[src/rtl/ids_pkg.sv]
// ids_pkg: shared states, attack codes and record address helper for the IDS batch scheduler
// Ports: none (package).
package ids_pkg;

   typedef enum logic [2:0] {
      IDLE,
      CHECK,
      LAUNCH,
      WAIT_BUSY,
      WAIT_DONE,
      NEXT,
      FINISH
   } state_t;

   localparam logic [5:0] NONE        = 6'h00;
   localparam logic [5:0] ATTACH_REJ  = 6'h01;
   localparam logic [5:0] AUTH_FAIL   = 6'h02;
   localparam logic [5:0] SERVICE_REJ = 6'h03;
   localparam logic [5:0] TAU_REJ     = 6'h04;
   localparam logic [5:0] MALFORMED   = 6'h3F;

   // 16-bit record address; wraps modulo 2^16 by construction
   function automatic logic [15:0] rec_addr(input logic [15:0] base, input logic [15:0] idx,
                                            input logic [15:0] stride);
      return base + idx * stride;
   endfunction

endpackage

[src/rtl/ids_watchdog.sv]
// ids_watchdog: loadable down-counter that flags expiry on the last permitted enabled cycle
// Ports: clk, reset (sync, active-high), load/init (reload), en (count this cycle), expired.
module ids_watchdog #(
   parameter int W = 16
) (
   input  logic         clk,
   input  logic         reset,
   input  logic         load,
   input  logic         en,
   input  logic [W-1:0] init,
   output logic         expired
);

   logic [W-1:0] cnt;

   // expiry fires while the final allowed cycle is being counted
   assign expired = en && cnt <= W'(1);

   always_ff @(posedge clk) begin
      if (reset)
         cnt <= '0;
      else if (load)
         cnt <= init;
      else if (en && cnt != '0)
         cnt <= cnt - W'(1);
   end

endmodule

[src/rtl/ids_batch_scheduler.sv]
// ids_batch_scheduler: runs the IDS core once per packet record and gathers batch attack statistics
// Ports: clk, reset (sync, active-high); job_valid/job_ready/job_base/job_count host job;
//        core_valid/core_ready/core_base core launch; snoop_we/snoop_data result snoop;
//        done, error, attack_cnt, malformed_cnt, first_attack_idx, last_code batch results.
module ids_batch_scheduler import ids_pkg::*; #(
   parameter logic [15:0] REC_STRIDE = 16'd64,
   parameter logic [15:0] TIMEOUT    = 16'd1024,
   parameter int          CNT_W      = 8
) (
   input  logic             clk,
   input  logic             reset,
   input  logic             job_valid,
   output logic             job_ready,
   input  logic [15:0]      job_base,
   input  logic [CNT_W-1:0] job_count,
   output logic             core_valid,
   input  logic             core_ready,
   output logic [15:0]      core_base,
   input  logic             snoop_we,
   input  logic [31:0]      snoop_data,
   output logic             done,
   output logic             error,
   output logic [CNT_W-1:0] attack_cnt,
   output logic [CNT_W-1:0] malformed_cnt,
   output logic [CNT_W-1:0] first_attack_idx,
   output logic [5:0]       last_code
);

   state_t           state;
   logic [15:0]      base;
   logic [CNT_W-1:0] count;
   logic [CNT_W-1:0] rec_idx;
   logic             waiting;
   logic             expired;
   logic             hit;
   logic [5:0]       code;
   logic             snoop_unused;

   assign waiting      = state == WAIT_BUSY || state == WAIT_DONE;
   assign code         = snoop_data[5:0];
   assign hit          = waiting && snoop_we && code != NONE;
   assign snoop_unused = ^snoop_data[31:6];

   ids_watchdog #(.W(16)) u_watchdog (
      .clk     (clk),
      .reset   (reset),
      .load    (state == LAUNCH && core_ready),
      .en      (waiting),
      .init    (TIMEOUT),
      .expired (expired)
   );

   always_ff @(posedge clk) begin
      if (reset) begin
         state            <= IDLE;
         job_ready        <= 1'b1;
         core_valid       <= 1'b0;
         core_base        <= '0;
         done             <= 1'b0;
         error            <= 1'b0;
         attack_cnt       <= '0;
         malformed_cnt    <= '0;
         first_attack_idx <= '1;
         last_code        <= '0;
         base             <= '0;
         count            <= '0;
         rec_idx          <= '0;
      end else begin
         core_valid <= 1'b0;
         done       <= 1'b0;
         // snoop runs alongside the FSM so a write coinciding with core_ready is still counted
         if (hit) begin
            attack_cnt <= &attack_cnt ? attack_cnt : attack_cnt + CNT_W'(1);
            last_code  <= code;
            if (&first_attack_idx)
               first_attack_idx <= rec_idx;
            if (code == MALFORMED && !(&malformed_cnt))
               malformed_cnt <= malformed_cnt + CNT_W'(1);
         end
         case (state)
            IDLE:
               if (job_valid && job_ready) begin
                  base             <= job_base;
                  count            <= job_count;
                  rec_idx          <= '0;
                  job_ready        <= 1'b0;
                  error            <= 1'b0;
                  attack_cnt       <= '0;
                  malformed_cnt    <= '0;
                  first_attack_idx <= '1;
                  last_code        <= '0;
                  state            <= CHECK;
               end
            CHECK:
               if (rec_idx == count) begin
                  done  <= 1'b1;
                  state <= FINISH;
               end else begin
                  core_base <= rec_addr(base, 16'(rec_idx), REC_STRIDE);
                  state     <= LAUNCH;
               end
            LAUNCH:
               if (core_ready) begin
                  core_valid <= 1'b1;
                  state      <= WAIT_BUSY;
               end
            WAIT_BUSY:
               if (expired) begin
                  error <= 1'b1;
                  done  <= 1'b1;
                  state <= FINISH;
               end else if (!core_ready)
                  state <= WAIT_DONE;
            WAIT_DONE:
               if (expired) begin
                  error <= 1'b1;
                  done  <= 1'b1;
                  state <= FINISH;
               end else if (core_ready)
                  state <= NEXT;
            NEXT: begin
               rec_idx <= rec_idx + CNT_W'(1);
               state   <= CHECK;
            end
            FINISH: begin
               job_ready <= 1'b1;
               state     <= IDLE;
            end
            default:
               state <= IDLE;
         endcase
      end
   end

endmodule

[config.mk]
export PLATFORM = sky130hd
export DESIGN_NAME = ids_batch_scheduler
export DESIGN_NICKNAME = d
export VERILOG_FILES = /design/src/rtl/ids_pkg.sv /design/src/rtl/ids_watchdog.sv /design/src/rtl/ids_batch_scheduler.sv
export SDC_FILE = /design/constraint.sdc
export NUM_CORES = 1
export LEC_CHECK = 0
export CELL_PAD_IN_SITES_DETAIL_PLACEMENT = 1
export CELL_PAD_IN_SITES_GLOBAL_PLACEMENT = 1
export CORE_MARGIN = 2
export CORE_UTILIZATION = 40
export DETAILED_ROUTE_END_ITERATION = 7
export GPL_TIMING_DRIVEN = 0
export PLACE_DENSITY_LB_ADDON = 0.1
export SLEW_MARGIN = 25
export SYNTH_ARGS = -nofsm -noshare
export SYNTH_HDL_FRONTEND = slang
export SYNTH_HIERARCHICAL = 1
export SYNTH_SLANG_ARGS = --single-unit
[constraint.sdc]
create_clock -name clk -period 4.29 [get_ports clk]
set_clock_uncertainty 0.1 [all_clocks]
set_input_delay 1.0725 -clock clk [delete_from_list [all_inputs] [get_ports clk]]
set_output_delay 1.0725 -clock clk [all_outputs]
set_load 0.05 [all_outputs]
==> results.json, run 1 <==
{
  "status": "complete, no violations",
  "fin_nets": 774,
  "hold_slack_ns": 0.355,
  "ir_worst_vdd_mv": 0.248,
  "rsz0062_at_grt": "false",
  "drive_gt1_share_pct": 5.41,
  "syn_inst": 591,
  "ys_ff_latch": 101,
  "die_w_um": 115,
  "slew_viol_final": 0,
  "hold_viol_final": 0,
  "crit_family": "buffers and inverters",
  "post-cts-setup-buffers": 0,
  "insertion_delay_ns": 0.35,
  "synth_compound_area_share_pct": 18.2,
  "critical_path_arrival_ns": 3.58,
  "worst-path-buf-inv": 3,
  "cts_buffers": 9,
  "final_antenna_net_count": 0,
  "hold_path.class": "flip-flop to flip-flop",
  "ys_seq_area_share_pct": 41.4,
  "cp-start-kind": "primary input",
  "synth_top_family_by_area": "simple AND/OR/NAND/NOR gates",
  "overflow": 0,
  "postCtsHoldBufs": 0,
  "synthArstFlopShare_pct": 0,
  "synth.distinct_cells": 65,
  "synth_area_um2": 4890,
  "postSynthAreaPerCell_um2": 8.27,
  "grt_max_degree": 15,
  "tns_ns": 0,
  "coreArea_um2": 12000,
  "wl_per_cell_um": 16.4,
  "port_buffers": 83,
  "drtPass1Iterations": 4,
  "setup_violations": 0,
  "crit_chain": "clkdlybuf4s50_1 -> nand2_1 -> nor3_1 -> clkinv_1 -> clkbuf_1 -> o21bai_1 -> a21oi_1",
  "antenna_found_initial": 0,
  "cts_tree": "done",
  "hpwlAfterDp_um": 10100,
  "yosys_warnings": 6,
  "final_common_cell": "dfxtp_1",
  "num_vias": 4697,
  "synth-xor-area-share_pct": 5.20,
  "clk_path_buf_depth": 2,
  "grt_pass1_wl_um": 23300,
  "initial_core_util_pct": 40.9,
  "drt-total-wl_um": 14000,
  "clk_pin_slew_ns": 0.07,
  "critical_path_class": "primary input to flip-flop",
  "cpPeakStageDelay_ns": 0.71,
  "yosys.area_share.simple_pct": 25.1,
  "fp-row-count": 40,
  "synth_adder_area_share_pct": 3.74,
  "finalCritPeriodShare_pct": 80.9,
  "critPathSlowestCell": "nor3_1",
  "syn_to_final_growth_pct": 28.0,
  "first_global_vias": 4776,
  "diodes": 0,
  "ctsResizeCount": 0,
  "crit_fanout": 10,
  "fillerInstances": 1472,
  "gp_congestion": 0.844,
  "die_h_um": 115,
  "clockRootBuffer": "clkbuf_16",
  "htreeDepth": 3,
  "viasPerCell": 5.53,
  "ioPinCount": 111,
  "die-area_um2": 13100,
  "worstMarginPinSlew_ns": 0.881,
  "fmax_mhz": 288,
  "post-route-min-period_ns": 3.47,
  "ys.flop_type": "dfxtp_1",
  "drtIter0Drc": 187,
  "p_per_area_nw_per_um2": 519,
  "clock_sinks": 101,
  "p_leak_nw": 2.33,
  "mostFrequentLayoutCells": "dfxtp_1, nand2_1, clkdlybuf4s50_1, nor2_1, a21oi_1",
  "drcViolationCount": 0,
  "cp-end-kind": "flip-flop",
  "track_usage_pct": 22.2,
  "synth_edf_count": 0,
  "relSlewSlack_pct": 40.8,
  "drv_cap": 0,
  "synth_mux_area_share_pct": 2.69,
  "required_ns": 4.40
}
==> area by class of cell <==
cell class / instances / area (um^2) / area share (%)
Buffer: 28 / 114 / 1.82
Clock inverter: 1 / 30.0 / 0.480
Sequential cell: 101 / 2020 / 32.3
Multi-Input combinational cell: 460 / 2750 / 44.0
Tap cell: 147 / 184 / 2.94
Timing Repair Buffer: 83 / 831 / 13.3
Inverter: 16 / 60.1 / 0.960
Clock buffer: 14 / 264 / 4.22
==> state kept, by name, indices dropped and copies added (netlist names) <==
signal and flops:
base 16, core_base 16, u_watchdog/cnt 16, malformed_cnt 8, first_attack_idx 8, state 3
done 1, core_valid 1, attack_cnt 8, error 1, rec_idx 8, job_ready 1
last_code 6, count 8
==> synthesized netlist by cell type, drive strengths merged (8+ instances only) <==
cell type | number | share of area, %
dfxtp | 101 | 41
nand2 | 87 | 6.7
nor2 | 65 | 5.0
a21oi | 55 | 5.6
nand3 | 22 | 2.6
xnor2 | 21 | 3.8
o21ai | 20 | 2.0
clkbuf | 19 | 1.5
nand4 | 17 | 2.2
a211oi | 15 | 2.3
inv | 15 | 1.2
nor3 | 15 | 1.5
ha | 13 | 3.3
mux2i | 12 | 2.5
and3 | 10 | 1.3
buf | 9 | 0.87
nand3b | 8 | 1.2
xor2 | 8 | 1.4
==> routing by layer <==
metal	track usage [%]	routed length [um]
met1	28.7	6580
met2	37.4	6620
met3	3.18	464
met4	8.78	296
met5	0	0
==> worst reg2reg max path: stages (launching register included) <==
cell,delay [ns]
dfxtp_1,0.39
clkbuf_1,0.34
nand2_1,0.18
nor3_1,0.71
clkinv_1,0.51
clkbuf_1,0.39
o21bai_1,0.22
a21oi_1,0.06
==> kinds of logic after synthesis <==
| family | count (synthesis) |
|---|---|
| buffers and inverters | 44 |
| DFF | 101 |
| and+or+nand+nor | 255 |
| xor gates and xnor gates | 29 |
| adders and majority gates | 14 |
| AOI/OAI and AO/OA | 133 |
| other | 2 |
| muxes | 13 |
==> worst paths after layout <==
| path | endpoint | cells after the start | start | slack, ns |
|---|---|---|---|---|
| max reg2reg | u_watchdog/cnt[14] | 7 | state[1] | 1.26 |
| min | core_base[11] | 2 | core_base[11] | 0.36 |
| max | u_watchdog/cnt[14] | 7 | core_ready | 0.82 |
| min reg2reg | core_base[11] | 2 | core_base[11] | 0.36 |
==> stage by stage <==
stage	setup WS [ns]	instance area (um^2)	std cells	util, %	power (mW)
2_1_floorplan	1.62	4940	605	-	2.06
3_3_place_gp	0.498	5950	835	49.8	2.36
3_5_place_dp	0.460	5960	835	49.8	2.41
4_1_cts	0.815	6250	850	52.3	3.26
5_1_grt	0.549	6250	850	52.3	3.44
6_report	0.822	6250	850	52.3	3.24
==> power by group <==
group	total [mW]	switching [mW]	internal [mW]
clock	0.836	0.354	0.482
combinational	1.23	0.801	0.431
sequential	1.18	0.111	1.07
total	3.24	1.27	1.98
No activity file was read; power rests on OpenSTA's default activity.
==> inputs of run 2 (changes only) <==
CORE_UTILIZATION = 37   (was 40)
clock period = 3.3 ns   (was 4.29 ns; I/O delays follow)
==> results.json, run 2 (synthesis results as in run 1) <==
{
  "drive_gt1_share_pct": 5.97,
  "cp-startpoint": "core_ready",
  "p_seq_share_pct": 36.4,
  "port_buffers": 83,
  "setup_violations": 0,
  "cp-end-kind": "flip-flop",
  "first_global_vias": 4760,
  "hold_path.class": "flip-flop to flip-flop",
  "clock_sinks": 101,
  "ctsResizeCount": 1,
  "cp-start-kind": "primary input",
  "highest_layer": "met4",
  "hold_viol_final": 0,
  "holdPathStages": 2,
  "required_ns": 3.43,
  "post-cts-setup-buffers": 0,
  "drt-total-wl_um": 14200,
  "grt_max_degree": 17,
  "mostFrequentLayoutCells": "dfxtp_1, nand2_1, clkdlybuf4s50_1, nor2_1, a21oi_1",
  "drtIter0Drc": 234,
  "power_mw": 4.20,
  "relSlewSlack_pct": 51.1,
  "postCtsHoldBufs": 0,
  "status": "complete, no violations",
  "die_w_um": 119,
  "post-route-min-period_ns": 2.81,
  "crit_fanout": 10,
  "ioPinCount": 111,
  "clkPwrFrac_pct": 26.0,
  "diodes": 0,
  "fin_cells": 876,
  "track_usage_pct": 21.0,
  "drv_cap": 0,
  "coreArea_um2": 12800,
  "r2r_slack_ns": 0.64,
  "critical_path_arrival_ns": 2.94,
  "cts_tree": "done",
  "initial_core_util_pct": 38.3,
  "cts_buffers": 9,
  "grt_pass1_wl_um": 23700,
  "final_common_cell": "dfxtp_1",
  "clockRootBuffer": "clkbuf_16",
  "drcViolationCount": 0,
  "switching_share_pct": 39.1,
  "clk_pin_slew_ns": 0.07,
  "die-area_um2": 14100,
  "gp_congestion": 0.836,
  "fin_util_pct": 49.3,
  "p_per_area_nw_per_um2": 667,
  "antenna_found_initial": 0,
  "overflow": 0,
  "fp-row-count": 41,
  "viasPerCell": 5.27,
  "worstHoldStart": "base[5]",
  "wl_per_cell_um": 16.2,
  "fmax_mhz": 356,
  "fin_nets": 774,
  "finalCritPeriodShare_pct": 85.2,
  "syn_to_final_growth_pct": 28.9,
  "die_h_um": 119,
  "final_antenna_net_count": 0,
  "top_regs": "base (16), core_base (16), u_watchdog/cnt (16)",
  "p_leak_nw": 2.34,
  "clk_path_buf_depth": 2,
  "num_vias": 4615,
  "p_int_mw": 2.56,
  "r2r-end": "core_base[12]",
  "worstMarginPinSlew_ns": 0.729,
  "wl_met1_um": 6390,
  "tns_ns": 0,
  "r2r_cells": 8,
  "insertion_delay_ns": 0.36,
  "switchingPower_mw": 1.64,
  "worst_slack_ns": 0.489,
  "r2r_start": "rec_idx[0]",
  "hpwlAfterDp_um": 10400,
  "pre_cts_slack_ns": -0.395,
  "p_comb_share_pct": 37.6,
  "drtPass1Iterations": 4,
  "dp_cells": 860,
  "rsz0062_at_grt": "false",
  "critical_path_class": "primary input to flip-flop",
  "met2_length_um": 6890,
  "ir_worst_vdd_mv": 0.380,
  "htreeDepth": 3,
  "wl_met3_um": 587,
  "holdPathEnd": "base[5]",
  "slew_viol_final": 0
}
==> run 2: cell types whose count changed in the layout (fill, tap and decap cells not counted), sizes merged <==
cell,previous run,this run
clkbuf,33,30
clkinv,1,4
clkinvlp,0,1
==> run 2: cell type report <==
type | instances | area, um^2
fill | 1539 | 6470
sequential | 101 | 2020
inverter | 16 | 60.1
clock inverter | 5 | 60.1
multi-input combinational | 460 | 2750
buffer | 28 | 114
tap | 172 | 215
clock buffer | 11 | 243
timing repair buffer | 83 | 831
==> run 2: worst max path at each step <==
| stage | endpoint | slack (ns) |
|---|---|---|
| after global placement | u_watchdog/cnt[14] | -0.30 |
| after global routing | u_watchdog/cnt[2] | 0.23 |
| after CTS | u_watchdog/cnt[14] | 0.41 |
| final | u_watchdog/cnt[14] | 0.49 |
| after detailed placement | u_watchdog/cnt[14] | -0.39 |
| after floorplan | u_watchdog/cnt[14] | 0.88 |
==> run 2: metal layers <==
layer  vias to the layer above  GRT usage (%)
met5                         -              0
met2                        96           36.2
met1                      2197           25.4
li1                       2301              -
met4                         0           6.85
met3                        21           5.27
==> run 2: critical path, cell delays in order <==
cell and delay (ns):
clkdlybuf4s50_1 0.50, nand2_1 0.12, nor3_2 0.46, clkinv_1 0.41, clkbuf_1 0.35, o21bai_1 0.22
a21oi_1 0.05
==> run 2: power groups by stage <==
stage                     Clock [mW]  Combinational [mW]  Sequential [mW]
after floorplan                    0                1.04             1.63
after global placement             0                1.52             1.55
after detailed placement           0                1.56             1.56
after CTS                       1.12                1.58             1.53
after global routing            1.18                1.75             1.55
final                           1.09                1.58             1.53
==> run 2: metrics by stage <==
step	instance area [um^2]	hold slack [ns]
final	6300	0.358
after global routing	6300	0.387
after CTS	6300	0.359
after detailed placement	5990	0.349
after global placement	5990	0.342
after floorplan	4940	0.336
